$ cat config.mk
export PLATFORM = sky130hd
export DESIGN_NAME = lsu_master
export DESIGN_NICKNAME = d
export VERILOG_FILES = /design/src/rtl/lsu_pkg.sv /design/src/rtl/lsu_align.sv /design/src/rtl/lsu_master.sv
export SDC_FILE = /design/constraint.sdc
export NUM_CORES = 1
export LEC_CHECK = 0
export ABC_CLOCK_PERIOD_IN_PS = 3500
export CELL_PAD_IN_SITES_DETAIL_PLACEMENT = 1
export CELL_PAD_IN_SITES_GLOBAL_PLACEMENT = 1
export CORE_UTILIZATION = 40
export CTS_BUF_LIST = sky130_fd_sc_hd__clkbuf_2
export CTS_CLUSTER_SIZE = 16
export DETAILED_ROUTE_END_ITERATION = 8
export PLACE_DENSITY_LB_ADDON = 0.1
export SYNTH_ARGS = -nofsm -noshare
export SYNTH_HDL_FRONTEND = slang
export SYNTH_SLANG_ARGS = --single-unit
$ cat constraint.sdc
create_clock -name clk -period 3.5 [get_ports clk]
set_input_delay 0.525 -clock clk [delete_from_list [all_inputs] [get_ports clk]]
set_output_delay 0.525 -clock clk [all_outputs]
set_load 0.005 [all_outputs]
$ cat src/rtl/lsu_pkg.sv
// Shared encodings and decode helpers for the load/store master.
package lsu_pkg;

  localparam int NUM_LANES = 4;

  localparam logic [2:0] LB  = 3'b000;
  localparam logic [2:0] LH  = 3'b001;
  localparam logic [2:0] LW  = 3'b010;
  localparam logic [2:0] LBU = 3'b100;
  localparam logic [2:0] LHU = 3'b101;

  localparam logic [1:0] SB = 2'b00;
  localparam logic [1:0] SH = 2'b01;
  localparam logic [1:0] SW = 2'b10;

  typedef enum logic [1:0] {IDLE, BEAT0, BEAT1, RESP} state_t;

  // Access size in bytes (1/2/4) for the selected direction.
  function automatic logic [2:0] size(input logic we, input logic [2:0] lc, input logic [1:0] sc);
    logic [2:0] n;
    n = 3'd4;
    if (we) begin
      case (sc)
        SB:      n = 3'd1;
        SH:      n = 3'd2;
        default: n = 3'd4;
      endcase
    end else begin
      case (lc)
        LB, LBU: n = 3'd1;
        LH, LHU: n = 3'd2;
        default: n = 3'd4;
      endcase
    end
    return n;
  endfunction

  function automatic logic code_ok(input logic we, input logic [2:0] lc, input logic [1:0] sc);
    if (we) return sc != 2'b11;
    return lc inside {LB, LH, LW, LBU, LHU};
  endfunction

endpackage

$ cat src/rtl/lsu_align.sv
// Byte-lane logic: store mask/data placement and load merge/shift/extend.
module lsu_align
  import lsu_pkg::*;
(
  input  logic [2:0]  size,
  input  logic [1:0]  off,
  input  logic [31:0] wdata,
  input  logic        sext,
  input  logic [31:0] lo,
  input  logic [31:0] hi,
  output logic [7:0]  mask,
  output logic [63:0] sdata,
  output logic [31:0] ldata
);

  logic [3:0]  base;
  logic [63:0] v;

  always_comb begin
    base = 4'hF;
    if (size == 3'd1)      base = 4'h1;
    else if (size == 3'd2) base = 4'h3;
  end

  // Two-word window so a split access sees both halves as one little-endian value.
  assign mask  = {4'b0, base} << off;
  assign sdata = {32'b0, wdata} << {off, 3'b000};
  assign v     = {hi, lo} >> {off, 3'b000};

  always_comb begin
    ldata = v[31:0];
    if (size == 3'd1)      ldata = {{24{sext & v[7]}}, v[7:0]};
    else if (size == 3'd2) ldata = {{16{sext & v[15]}}, v[15:0]};
  end

endmodule

$ cat src/rtl/lsu_master.sv
// Data-memory initiator: one load/store at a time, split into up to two word beats.
module lsu_master
  import lsu_pkg::*;
#(
  parameter int ADDR_W = 32
) (
  input  logic              clk,
  input  logic              rst_n,
  input  logic              cpu_valid,
  output logic              cpu_ready,
  input  logic              cpu_we,
  input  logic [2:0]        load_code,
  input  logic [1:0]        store_code,
  input  logic [ADDR_W-1:0] cpu_addr,
  input  logic [31:0]       cpu_wdata,
  output logic              cpu_done,
  output logic [31:0]       cpu_rdata,
  output logic              mem_req,
  output logic              mem_we,
  output logic [ADDR_W-3:0] mem_addr,
  output logic [3:0]        mem_be,
  output logic [31:0]       mem_wdata,
  input  logic              mem_ready,
  input  logic [31:0]       mem_rdata
);

  state_t      state, nxt;
  logic        we_r, sext_r, split_r;
  logic [2:0]  size_r;
  logic [1:0]  off_r;
  logic [7:0]  mask_r;
  logic [63:0] sdata_r;
  logic [31:0] lo_r;

  logic [2:0]  cur_size;
  logic        cur_ok, cur_split, cur_sext;
  logic [2:0]  a_size;
  logic [1:0]  a_off;
  logic        a_sext;
  logic [31:0] a_lo, a_hi, a_ldata;
  logic [7:0]  a_mask;
  logic [63:0] a_sdata;

  assign cur_size  = size(cpu_we, load_code, store_code);
  assign cur_ok    = code_ok(cpu_we, load_code, store_code);
  assign cur_split = ({1'b0, cpu_addr[1:0]} + cur_size) > 3'd4;
  assign cur_sext  = (load_code == LB) || (load_code == LH);

  // In IDLE the lane logic decodes the incoming command; afterwards it merges load data.
  assign a_size = (state == IDLE) ? cur_size : size_r;
  assign a_off  = (state == IDLE) ? cpu_addr[1:0] : off_r;
  assign a_sext = sext_r;
  assign a_lo   = (state == BEAT0) ? mem_rdata : lo_r;
  assign a_hi   = (state == BEAT1) ? mem_rdata : 32'b0;

  lsu_align u_align (
    .size  (a_size),
    .off   (a_off),
    .wdata (cpu_wdata),
    .sext  (a_sext),
    .lo    (a_lo),
    .hi    (a_hi),
    .mask  (a_mask),
    .sdata (a_sdata),
    .ldata (a_ldata)
  );

  assign cpu_ready = (state == IDLE);
  assign cpu_done  = (state == RESP);

  always_comb begin
    nxt = state;
    case (state)
      IDLE:  if (cpu_valid) nxt = cur_ok ? BEAT0 : RESP;
      BEAT0: if (mem_ready) nxt = split_r ? BEAT1 : RESP;
      BEAT1: if (mem_ready) nxt = RESP;
      RESP:  nxt = IDLE;
      default: nxt = IDLE;
    endcase
  end

  always_ff @(posedge clk or negedge rst_n) begin
    if (!rst_n) begin
      state     <= IDLE;
      we_r      <= 1'b0;
      sext_r    <= 1'b0;
      split_r   <= 1'b0;
      size_r    <= 3'd0;
      off_r     <= 2'd0;
      mask_r    <= 8'd0;
      sdata_r   <= 64'd0;
      lo_r      <= 32'd0;
      cpu_rdata <= 32'd0;
      mem_req   <= 1'b0;
      mem_we    <= 1'b0;
      mem_addr  <= '0;
      mem_be    <= 4'd0;
      mem_wdata <= 32'd0;
    end else begin
      state <= nxt;
      case (state)
        IDLE: if (cpu_valid) begin
          we_r    <= cpu_we;
          sext_r  <= ~cpu_we & cur_sext;
          split_r <= cur_split;
          size_r  <= cur_size;
          off_r   <= cpu_addr[1:0];
          mask_r  <= a_mask;
          sdata_r <= a_sdata;
          if (cur_ok) begin
            mem_req   <= 1'b1;
            mem_we    <= cpu_we;
            mem_addr  <= cpu_addr[ADDR_W-1:2];
            mem_be    <= a_mask[3:0];
            mem_wdata <= a_sdata[31:0];
          end else if (!cpu_we) begin
            cpu_rdata <= 32'd0;
          end
        end
        BEAT0: if (mem_ready) begin
          lo_r <= mem_rdata;
          if (split_r) begin
            mem_addr  <= mem_addr + 1'b1;
            mem_be    <= mask_r[7:4];
            mem_wdata <= sdata_r[63:32];
          end else begin
            mem_req <= 1'b0;
            mem_we  <= 1'b0;
            if (!we_r) cpu_rdata <= a_ldata;
          end
        end
        BEAT1: if (mem_ready) begin
          mem_req <= 1'b0;
          mem_we  <= 1'b0;
          if (!we_r) cpu_rdata <= a_ldata;
        end
        default: ;
      endcase
    end
  end

endmodule

==> results of run 1 <==
power groups by stage:
| stage | logic [mW] | registers, mW | clock network (mW) |
|---|---|---|---|
| after floorplan | 4.17 | 3.37 | 0 |
| after global placement | 6.65 | 3.52 | 0 |
| after detailed placement | 6.81 | 3.56 | 0 |
| after CTS | 6.84 | 3.52 | 1.31 |
| after global routing | 7.47 | 3.65 | 1.39 |
| final | 6.80 | 3.53 | 1.28 |
cell families after synthesis:
logic type,after synthesis,synth area share
compound gates,289,0.211
xor+xnor,3,0.00280
fa+ha+maj,7,0.0101
buf+inv,86,0.0368
flops,169,0.451
mux,116,0.143
simple gates,308,0.146
cells in the mapped netlist, drive strengths merged, types with 9 or more instances:
cell type,number,share of area
nand3,25,0.013
a31oi,17,0.011
inv,9,0.0036
nand4,9,0.0060
a21o,9,0.0072
mux4,9,0.022
nand2,172,0.069
o311ai,9,0.0084
and2,11,0.0073
nor2,46,0.018
clkbuf,55,0.022
and4,9,0.0084
o21ai,60,0.032
a22o,26,0.024
and3,14,0.0093
mux2,48,0.058
a21oi,58,0.031
dfrtp,169,0.45
o22ai,23,0.015
mux2i,59,0.064
buf,22,0.011
repair_timing:
item	in CTS	in global routing
hold buffers	1	0
setup endpoints to repair	0	0
hold endpoints to repair	56	0
critical path, cell delays in order, from the launching register on:
cell,delay [ps]
dfrtp_1,520
inv_1,120
ha_1,290
buf_4,260
clkdlybuf4s50_1,540
how the worst min path moves through the flow:
stage	start	end	slack, ps	cells after the start
after global routing	rst_n	cpu_rdata[25]	220	2
after floorplan	rst_n	a_sext	230	0
final	rst_n	cpu_rdata[25]	230	2
after global placement	mem_wdata[8]	mem_wdata[8]	460	2
after detailed placement	sdata_r[46]	sdata_r[46]	470	2
after CTS	rst_n	cpu_rdata[25]	210	2
sequential cells by signal, indices dropped and copies added, names as in the netlist, 2 cells and up:
register,count
sdata_r,24
mem_be,4
off_r,2
mask_r,3
mem_wdata,32
lo_r,32
state,2
size_r,3
cpu_rdata,32
mem_addr,30
cell type report:
cell class / instances / area share
sequential: 169 / 0.346
clock buffer: 17 / 0.00697
antenna: 1 / 0.000205
inverter: 9 / 0.00277
tap: 313 / 0.0321
timing repair buffer: 242 / 0.197
multi-input combinational: 723 / 0.397
clock inverter: 15 / 0.0176
metal layers:
metal / up-vias / GRT usage / routed length, µm
met5: - / 0 / 13
met4: 2 / 0.0820 / 603
met3: 40 / 0.0496 / 1700
met2: 262 / 0.453 / 15300
met1: 4407 / 0.377 / 14500
li1: 3992 / - / -
stage by stage:
stage                     power [mW]  hold slack, ps  setup WS (ps)
after global routing            12.5             221            259
after detailed placement        10.4             470            413
final                           11.6             228            471
after CTS                       11.7             210            391
after floorplan                 7.54             229            764
after global placement          10.2             463            508
==> results.cfg, run 1 <==
[run_status]
outcome = complete, no violations

[route]
first_iter_violations = 482
wl_um = 32100
wl_per_cell_um = 21.5
viasPerCell = 5.84
ant_nets = 0
num_vias = 8703
drt-pass1-iter-count = 5
drc = 0

[critical_path]
start_kind = flip-flop
rr_worst_depth = 9
timing.rr.end = cpu_rdata[24]
reg2reg_from = state[0]
cp-endpoint = cpu_ready
r2r_setup_slack_ps = 490
critPathRequiredTime_ps = 2970
cp-end-kind = output port
crit_type = reg2out
cp_data_arrival_time_ps = 2500
crit_fanout = 15
crit_start = state[0]

[global_route]
grt_max_degree = 60
gr-total-overflow = 0
grtUsageTotal = 0.278
grt_pass1_wl_um = 51500
grt_pass1_vias = 8992
antenna_found_initial = 2

[power]
cellLeakagePower_nw = 5.15
power_frac_seq = 0.304
p_switching_mw = 5.16
pwr-share-comb = 0.586
ir_drop_mv = 0.497
internal_power_mw = 6.46
clockPowerShare = 0.110
sw_frac_of_total = 0.444
p_per_area_nw_per_um2 = 951

[synthesis]
ys_ff_latch = 169
ys_async_sr_fraction = 1.00
yosysUniqueCellTypes = 64
syn-instance-count = 978
ys.flop_type = dfrtp_1
synth-edff-count = 0
syn_avg_cell_area_um2 = 9.59
syn_nets = 1091
ys_seq_area_frac = 0.451
syn_area_um2 = 9380
synth_warnings = 0

[sta]
max_slew_margin = 0.307
maxSlewViolCount = 0
max_freq_mhz = 330
hold_violations = 0
finalSetupViolations = 0
period_share = 0.865
fin_worst_skew_ps = 44.7
setup-tns-final_ps = 0
rsz0062_at_grt = false
tightest_slew_ps = 1040
period_needed_ps = 3030

[layout]
fin_cells = 1489
final_common_cell = clkdlybuf4s50_1
synthToLayoutAreaGrowth_pct = 30.2
fin_util = 0.535
fillers = 2573
multi_input_area_um2 = 4850
seqCellArea_um2 = 4230
final_area_um2 = 12200
nNetsFinal = 1275
final_cell_mix = clkdlybuf4s50_1, nand2_1, dfrtp_1
drive_above_1_share = 0.116

[floorplanning]
core_area_um2 = 22800
die_x_um = 155
start_util = 0.411
io-pin-count = 208
die_area_um2 = 24100
die-height_um = 155
rows = 55

[placement]
place_area_um2 = 11900
io_buffers = 207
dp_hpwl_um = 22100
dp.cells = 1455
routabilityCongestion = 0.821

[run]
drv_cap = 0

[clock_network]
post_cts_resized = 0
post-cts-setup-buffers = 0
numCtsBuffers = 17
root_buffer = clkbuf_2
cts.sinks = 169
clkTransAtPathRegs_ps = 290
insertion_delay_ps = 780
htreeDepth = 4
cts_tree = yes
ctsLongestPathBuffers = 2

[worst_hold_path]
holdCritPathClass = in2async
No activity file was read; power rests on OpenSTA's default activity.
==> inputs of run 2 (changes only) <==
--- a/config.mk
+++ b/config.mk
@@ -13,6 +13,8 @@
 export CTS_CLUSTER_SIZE = 16
 export DETAILED_ROUTE_END_ITERATION = 8
 export PLACE_DENSITY_LB_ADDON = 0.1
+export SKIP_CTS_REPAIR_TIMING = 1
 export SYNTH_ARGS = -nofsm -noshare
 export SYNTH_HDL_FRONTEND = slang
 export SYNTH_SLANG_ARGS = --single-unit
+export TNS_END_PERCENT = 100
==> run 2 against run 1 <==
Compared with the run above: combinational power is essentially flat; register-to-register slack hardly changed; critical path type unchanged; clock power about the same; die area is the same; highest routed layer unchanged; global-route usage barely moved; first-iteration DRC count fell by 0.41%; power is essentially flat.
==> results.cfg, run 2 (synthesized netlist as in run 1, its figures left out) <==
[run_status]
outcome = complete, no violations

[run]
drv_cap = 0

[sta]
maxSlewViolCount = 0
setup-tns-final_ps = 0
worst_slack_ps = 476
rsz0062_at_grt = false
period_needed_ps = 3020
max_slew_margin = 0.305
max_freq_mhz = 331
fin_worst_skew_ps = 46.7
period_share = 0.864
finalSetupViolations = 0
hold_ws_ps = 228
hold_violations = 0
tightest_slew_ps = 1040

[clock_network]
insertion_delay_ps = 770
clkTransAtPathRegs_ps = 300
numCtsBuffers = 17
htreeDepth = 4
cts.sinks = 169
cts_tree = yes
root_buffer = clkbuf_2
ctsLongestPathBuffers = 2

[critical_path]
critPathRequiredTime_ps = 2970
cp-end-kind = output port
slowest_delay_ps = 540
crit_fanout = 15
path_cells = inv_1 > ha_1 > buf_4 > clkdlybuf4s50_1
crit_start = state[0]
cp_data_arrival_time_ps = 2500
cp_slowest_cell = clkdlybuf4s50_1
reg2reg_from = state[0]
crit_type = reg2out
start_kind = flip-flop

[placement]
io_buffers = 207
dp_slack_ps = 413
dp_hpwl_um = 22100
routabilityCongestion = 0.821
place_area_um2 = 11900

[power]
cellLeakagePower_nw = 5.15
total_power_mw = 11.6
sw_frac_of_total = 0.444
power_frac_seq = 0.304
pwr-share-comb = 0.586
p_per_area_nw_per_um2 = 950
clockPowerShare = 0.110
ir_drop_mv = 0.498
p_switching_mw = 5.15
internal_power_mw = 6.46

[global_route]
grt_max_degree = 60
gr-total-overflow = 0
antenna_found_initial = 2
grtUsageTotal = 0.278
grt_pass1_wl_um = 51500
grt_pass1_vias = 8993

[route]
drc = 0
wl_per_cell_um = 21.5
wl_um = 32000
ant_nets = 0
viasPerCell = 5.84
drt-pass1-iter-count = 4
first_iter_violations = 480
num_vias = 8697

[floorplanning]
start_util = 0.411
die_x_um = 155
io-pin-count = 208
rows = 55
core_area_um2 = 22800
die-height_um = 155
die_area_um2 = 24100

[layout]
final_cell_mix = clkdlybuf4s50_1, nand2_1, dfrtp_1
fillers = 2573
synthToLayoutAreaGrowth_pct = 30.2
reg.largest.list = cpu_rdata x32, lo_r x32, mem_wdata x32
final_area_um2 = 12200
final_common_cell = clkdlybuf4s50_1
nNetsFinal = 1275
drive_above_1_share = 0.116

[worst_hold_path]
holdCritPathClass = in2async
## run 2: cell counts in the layout (fill, tap and decap cells not counted)
No cell type changed its count.
## run 2: critical path, delay by kind of cell, from the launching register on
| kind | cells | cell delay [ps] |
|---|---|---|
| adders and majority gates | 1 | 290 |
| buffers and inverters | 3 | 920 |
| DFF | 1 | 520 |
## run 2: final timing paths
check,endpoint,slack [ps],cells after the start
setup / recovery,cpu_ready,480,4
min in group clk,a_sext,310,2
max in group asynchronous,lo_r[8],2330,3
hold reg to reg,mem_wdata[8],520,2
hold / removal,cpu_rdata[25],230,2
setup reg to reg,cpu_rdata[24],490,9
## run 2: metal layers
layer / track usage / wire (µm) / vias up
met1: 0.377 / 14400 / 4404
li1: - / - / 3990
met3: 0.0496 / 1740 / 41
met5: 0 / 13 / -
met4: 0.0820 / 607 / 2
met2: 0.453 / 15300 / 260
## run 2: power groups by stage
stage / combinational [mW] / clock, mW / sequential, mW
3_5_place_dp: 6.81 / 0 / 3.56
6_report: 6.80 / 1.28 / 3.53
3_3_place_gp: 6.65 / 0 / 3.52
5_1_grt: 7.47 / 1.39 / 3.65
4_1_cts: 6.84 / 1.31 / 3.52
2_1_floorplan: 4.17 / 0 / 3.37
## run 2: metrics by stage
stage / instances / utilization
2_1_floorplan: 978 / -
3_3_place_gp: 1455 / 0.521
3_5_place_dp: 1455 / 0.521
4_1_cts: 1487 / 0.534
5_1_grt: 1489 / 0.535
6_report: 1489 / 0.535
## run 2: final cells by class
class | count | area, µm² | share of cell area
clock buffers | 17 | 85.1 | 0.00697
repair buffers | 242 | 2400 | 0.197
multi-input cells | 723 | 4850 | 0.397
flip-flops and latches | 169 | 4230 | 0.346
diodes | 1 | 2.50 | 0.000205
well taps | 313 | 392 | 0.0321
clock inverters | 15 | 215 | 0.0176
inverters | 9 | 33.8 | 0.00277
==> inputs of run 3 (changes only) <==
--- a/config.mk
+++ b/config.mk
@@ -5,10 +5,11 @@
 export SDC_FILE = /design/constraint.sdc
 export NUM_CORES = 1
 export LEC_CHECK = 0
+export ABC_AREA = 1
 export ABC_CLOCK_PERIOD_IN_PS = 3500
 export CELL_PAD_IN_SITES_DETAIL_PLACEMENT = 1
 export CELL_PAD_IN_SITES_GLOBAL_PLACEMENT = 1
-export CORE_UTILIZATION = 40
+export CORE_UTILIZATION = 38
 export CTS_BUF_LIST = sky130_fd_sc_hd__clkbuf_2
 export CTS_CLUSTER_SIZE = 16
 export DETAILED_ROUTE_END_ITERATION = 8
==> run 3 against run 2 <==
Compared with the run above: setup slack better by 67 ps; via count up 14%; combinational power up 11%; wire length grew 6.1%; hold slack better by 81 ps; synthesized cell count up 37%; register-to-register slack gained 50 ps; critical path type is now reg2reg.
==> results.cfg, run 3 <==
[route]
first_iter_violations = 634
wl_per_cell_um = 18.3
viasPerCell = 5.36
num_vias = 9930
drt-pass1-iter-count = 5
wl_um = 34000
drc = 0
ant_nets = 0

[synthesis]
synthTopCellsByCount = nand2_1, o21ai_0, dfrtp_1, nor2_1, nand3_1
ys.flop_type = dfrtp_1
syn_nets = 1452
synth-edff-count = 0
ys_seq_area_frac = 0.436
synth_top_cell_by_area = dfrtp_1
synth_warnings = 0
synth.top_cell.area_share = 0.436
yosys-top-cells-area = dfrtp_1, nand2_1, o21ai_0
syn_area_um2 = 9700
yosysMostFrequentCell = nand2_1
syn_avg_cell_area_um2 = 7.24
yosysUniqueCellTypes = 42
syn-instance-count = 1339
ys_async_sr_fraction = 1.00
ys_ff_latch = 169

[critical_path]
crit_type = reg2reg
cp-end-kind = flip-flop
reg2reg_from = state[1]
crit_fanout = 51
r2r_setup_slack_ps = 540
timing.rr.end = cpu_rdata[27]
cp_data_arrival_time_ps = 3680
start_kind = flip-flop
critPathRequiredTime_ps = 4230
rr_worst_depth = 12

[power]
cellLeakagePower_nw = 5.57
total_power_mw = 12.2
ir_drop_mv = 0.433
p_per_area_nw_per_um2 = 991

[run_status]
outcome = complete, no violations

[global_route]
antenna_found_initial = 1
grt_max_degree = 84
grtUsageTotal = 0.265
grt_pass1_vias = 9949
grt_pass1_wl_um = 54300
gr-total-overflow = 0

[sta]
maxSlewViolCount = 0
rsz0062_at_grt = false
hold_violations = 0
worst_slack_ps = 542
fin_worst_skew_ps = 58.1
setup-tns-final_ps = 0
finalSetupViolations = 0
max_freq_mhz = 338
period_share = 0.845
period_needed_ps = 2960
tightest_slew_ps = 856
max_slew_margin = 0.430

[floorplanning]
core_area_um2 = 25100
die-height_um = 162
die_area_um2 = 26200
rows = 58
die_x_um = 162
start_util = 0.386
io-pin-count = 208

[worst_hold_path]
holdCritPathClass = in2async

[clock_network]
cts_tree = yes
insertion_delay_ps = 790
cts.sinks = 169
root_buffer = clkbuf_2
htreeDepth = 4
clkTransAtPathRegs_ps = 330
numCtsBuffers = 17
ctsLongestPathBuffers = 2

[placement]
dp_slack_ps = 463
place_area_um2 = 12000
dp.cells = 1820
io_buffers = 207
routabilityCongestion = 0.865
dp_hpwl_um = 24600

[layout]
final_cell_mix = nand2_1, clkdlybuf4s50_1, o21ai_0
final_area_um2 = 12300
final_common_cell = nand2_1
reg.largest.list = cpu_rdata x32, lo_r x32, mem_wdata x32
nNetsFinal = 1623
fin_cells = 1854
synthToLayoutAreaGrowth_pct = 26.7
drive_above_1_share = 0.0519

[run]
drv_cap = 0
==> run 3: worst max-delay path by stage <==
stage          startpoint  slack [ps]             to
5_1_grt          state[1]         220  cpu_rdata[28]
4_1_cts          state[0]         340      cpu_ready
3_3_place_gp     state[0]         650  cpu_rdata[30]
2_1_floorplan    state[0]        1540  cpu_rdata[27]
3_5_place_dp     state[0]         460  cpu_rdata[24]
6_report         state[1]         540  cpu_rdata[27]
==> run 3: cell families (layout without fill, tap and decap cells) <==
group,after synthesis,in the layout,synth area share
simple gates,662,662,0.276
other cells,0,1,0
compound gates,315,315,0.183
fa+ha+maj,7,7,0.00981
mux,15,15,0.0156
buf+inv,159,343,0.0694
flops,169,169,0.436
xor+xnor,12,12,0.0108
==> run 3: cell type report <==
class	count	area, µm²
Inverter	80	300
Tap cell	330	413
Clock inverter	15	149
Timing Repair Buffer	231	2290
Sequential cell	169	4230
Multi-Input combinational cell	1011	4810
Clock buffer	17	85.1
Antenna cell	1	2.50
Fill cell	3195	12800
==> run 3: power breakdown <==
part           total (mW)  internal, mW  switching (mW)
clock                1.09         0.235           0.859
sequential           3.51          2.84           0.672
combinational        7.56          2.88            4.68
total                12.2          5.96            6.21
==> run 3: metal layers <==
layer	GRT usage	share of wire
met4	0.0592	0.017
met1	0.361	0.46
met5	0	0
met3	0.0429	0.048
met2	0.442	0.48
==> run 3: worst max-delay path, stage by stage (launching register included) <==
cell and delay, ps:
dfrtp_1 490, inv_1 140, ha_4 560, inv_2 190, o21ai_0 390, nand2_1 100, nand2_1 100, nand2_1 50
nand2_1 100, nand3_1 90, nand2_2 390, nand3_1 150, nand2_1 90
==> run 3: metrics by stage <==
stage	util	hold WS [ps]
detailed placement	0.479	468
finish	0.489	310
CTS	0.488	-274
global route	0.489	244
global placement	0.479	461
floorplan	-	229
==> edit 1: new RTL, config.mk and constraints of run 3 <==
`ADDR_W`: 32 -> 48.
--- a/src/rtl/lsu_master.sv
+++ b/src/rtl/lsu_master.sv
@@ -3,5 +3,5 @@
   import lsu_pkg::*;
 #(
-  parameter int ADDR_W = 32
+  parameter int ADDR_W = 48
 ) (
   input  logic              clk,
Interface: changed (resized cpu_addr and mem_addr); port bits go from 208 to 240. No check against the original RTL was run, so the function may have changed too.
==> edit 1 against run 3 <==
  * First-iteration DRC count up 15%
  * Sequential cell count up 16
  * Sequential power grew 13%
  * Clock power up 8%
  * Synthesized cell count up 23%
  * Wire length grew 25%
  * Design area is 16% higher
  * Worst setup slack worse by 270 ps
  * Total power increased by 14%
  * Sequential share of layout area is 1.9 points lower
  * Area after synthesis rose by 18%
  * Worst hold slack lost 76 ps
  * Largest cell class unchanged
==> edit 1: results <==
[critical_path]
crit_path_top_delay_cell = "nor2_1"
crit_path_max_incr_delay_ps = 900
critical-path-top-delay-family = "simple AND/OR/NAND/NOR gates"
ff2ff_path_depth = 8
critical_path.reg2reg.endpoint = "mem_wdata[5]$_DFFE_PN0P_"
path_max_fanout = 14
endpoint_arrival_time_on_the_critical_path_ps = 3990

[drt]
routed_wire_length_per_instance_um = 18.8
detailroute.wirelength.met3_mm = 1.86
met1Wirelength_mm = 19.4
drtIter0Drc = 732
wl_met2_mm = 20.0
drt-pass1-iter-count = 6
via_per_inst = 5.32
drt-total-wl_mm = 42.3

[yosys]
synth_adder_area_share_pct = 0.834
synth_fp_nets = 1781
synth.top_cells.by_count = "572 x nand2_1, 195 x nor2_1, 185 x dfrtp_1"
synthXorXnorAreaFrac_pct = 1.08
synth_compound_gate_area_share_pct = 15.5
synth_sequential_area_ratio_pct = 40.6
synthDistinctLibCells = 40
netlist_top_cells_area = "dfrtp_1 41%, nand2_1 19%, o21ai_0 7.3%, nor2_1 6.4%, nand3_1 4.7%"
yosys-mux-area-fraction_pct = 1.06
syn_area_per_cell_um2 = 6.90

[worst_hold_path]
worst_hold_path_type = "input pin to flop"

[sta]
skew_final_ps = 47.2
headroom_to_the_max_slew_limit_pct = 27.3
worst_hold_slack_ps = 233

[layout]
fillCellCount = 3771
proportion_of_layout_cells_with_a_drive_suffix_above_1_pct = 4.42
num-nets-final = 1973

[global_routing]
met1_usage_pct = 38.1
grt_first_pass_wirelength_mm = 67.4
grt_start_max_net_pins = 89
grt_util_met3_pct = 4.63
gr-usage-all-layers_pct = 28.3
gr-usage-met2_pct = 46.2
grt_pass1_vias = 12100

[place]
global_placer_s_final_weighted_congestion = 0.886
pre_cts_slack_ps = 400
detailed_place.area_um2 = 14000
dp.final_hpwl_mm = 31.7

[power]
peakVddDrop_v = 0.000798
power.switching_mw = 7.15

[clock_tree]
path_clk_slew_ps = 300

[run_status]
outcome = "complete, no violations"
edit 1: cell types whose count changed after synthesis, sizes merged, moves of 8 or more:
cell	delta
nand2	+147
nor2	+75
inv	+32
nand3	+22
buf	+19
dfrtp	+16
nand4	+10
o211ai	+10
a22oi	-8
clkbuf	-8
o21ai	-8
edit 1: power by group through the flow:
stage	Clock, mW	Sequential [mW]	Combinational (mW)
6_report	1.18	3.95	8.79
5_1_grt	1.28	4.07	9.81
2_1_floorplan	0	3.77	5.69
3_3_place_gp	0	3.96	8.57
3_5_place_dp	0	4.00	8.80
4_1_cts	1.21	3.95	8.84
edit 1: area by class of cell:
type,instances,area [um^2],share of cell area [%]
Antenna cell,2,5.00,0.0351
Clock inverter,14,149,1.05
Tap cell,390,488,3.42
Timing Repair Buffer,263,2640,18.5
Clock buffer,18,90.1,0.632
Sequential cell,185,4630,32.5
Multi-Input combinational cell,1266,5830,40.9
Inverter,111,417,2.92
==> edit 2: new RTL, settings of run 3 <==
Made on the original files. Make the reset (`rst_n`) synchronous in one clocked block.
--- a/src/rtl/lsu_master.sv
+++ b/src/rtl/lsu_master.sv
@@ -80,5 +80,5 @@
   end
 
-  always_ff @(posedge clk or negedge rst_n) begin
+  always_ff @(posedge clk) begin
     if (!rst_n) begin
       state     <= IDLE;
Behaviour: not the same (a bounded check fails within 4 cycles, from zero or initial values and one cycle with rst_n low; the reset may be asserted at any time).
==> edit 2 against run 3 <==
  * Wire length is 6.7% higher
  * Sequential cell count stayed put
  * Worst setup slack better by 48 ps
  * Design area is 0.28% lower
  * Total power is 20% lower
  * Area after synthesis is 1.3% higher
  * Clock skew is 8.0 ps lower
==> edit 2: results <==
[run_status]
outcome = "complete, no violations"

[critical_path]
worstSetupStartpoint = "state[0]$_SDFFE_PN0P_"
ff2ff_path_depth = 11
endpoint_arrival_time_on_the_critical_path_ps = 2380
crit_path_top_delay_cell = "clkdlybuf4s50_1"
path_max_fanout = 14
timing.critical_path.to = "cpu_ready"
reg2reg_setup_slack_ps = 610
critical-path-top-delay-family = "buffers and inverters"

[yosys]
netlist_top_cells_area = "dfxtp_1 34%, nand2_1 19%, a21oi_1 8.3%, o21ai_0 6.7%, nand3_1 6.4%"
synthXorXnorAreaFrac_pct = 0.802
synth_compound_gate_area_share_pct = 18.5
synth_sequential_area_ratio_pct = 34.4
synth_fp_nets = 1671
synth_adder_area_share_pct = 0.968
synthDistinctLibCells = 45
synth.top_cells.by_count = "498 x nand2_1, 169 x dfxtp_1, 163 x a21oi_1"
synth-async-reset-ratio_pct = 0
yosys-mux-area-fraction_pct = 0
primary_ff_master_synth = "dfxtp_1"

[layout]
proportion_of_layout_cells_with_a_drive_suffix_above_1_pct = 6.10
fillCellCount = 3400
number_of_buffers_other_than_clock_buffers_in_the_final_layout = 230
inverters = 105
register_area_um2 = 3380
num-nets-final = 1821
clkCellAreaFrac_pct = 2.13
fraction_of_standard_cell_area_in_multi_input_logic_pct = 45.2
layout.nonclk_buf_share_pct = 18.4

[global_routing]
met1_usage_pct = 36.2
gr-usage-all-layers_pct = 28.0
grt_start_max_net_pins = 72
grt_util_met3_pct = 4.00
gr-usage-met2_pct = 47.9
grt_first_pass_wirelength_mm = 58.7

[worst_hold_path]
worst_hold_path_type = "input pin to flop"

[drt]
wl_met2_mm = 17.3
drtIter0Drc = 719
drt-pass1-iter-count = 6

[place]
pre_cts_slack_ps = 568
global_placer_s_final_weighted_congestion = 0.897
dp.final_hpwl_mm = 26.2

[power]
power.switching_mw = 4.91
p_leak_nw = 4.86
peakVddDrop_v = 0.000441

[sta]
skew_final_ps = 50.1
max_frequency_mhz = 344
[edit 2: power by group through the flow]
| stage | clock, mW | combinational, mW | sequential, mW |
|---|---|---|---|
| 2_1_floorplan | 0 | 3.70 | 2.88 |
| 3_3_place_gp | 0 | 5.58 | 2.98 |
| 3_5_place_dp | 0 | 5.68 | 2.99 |
| 4_1_cts | 1.17 | 5.71 | 2.95 |
| 5_1_grt | 1.24 | 6.37 | 3.02 |
| 6_report | 1.13 | 5.69 | 2.95 |
[edit 2: metrics by stage]
step / hold slack (ps) / total power, mW / utilization, % / instances / cell area (um^2)
5_1_grt: 107 / 10.6 / 48.5 / 2052 / 12200
3_5_place_dp: 443 / 8.68 / 47.5 / 2019 / 12000
3_3_place_gp: 435 / 8.56 / 47.5 / 2019 / 12000
6_report: 192 / 9.77 / 48.5 / 2052 / 12200
2_1_floorplan: 424 / 6.58 / - / 1558 / 9830
4_1_cts: 148 / 9.83 / 48.5 / 2051 / 12200
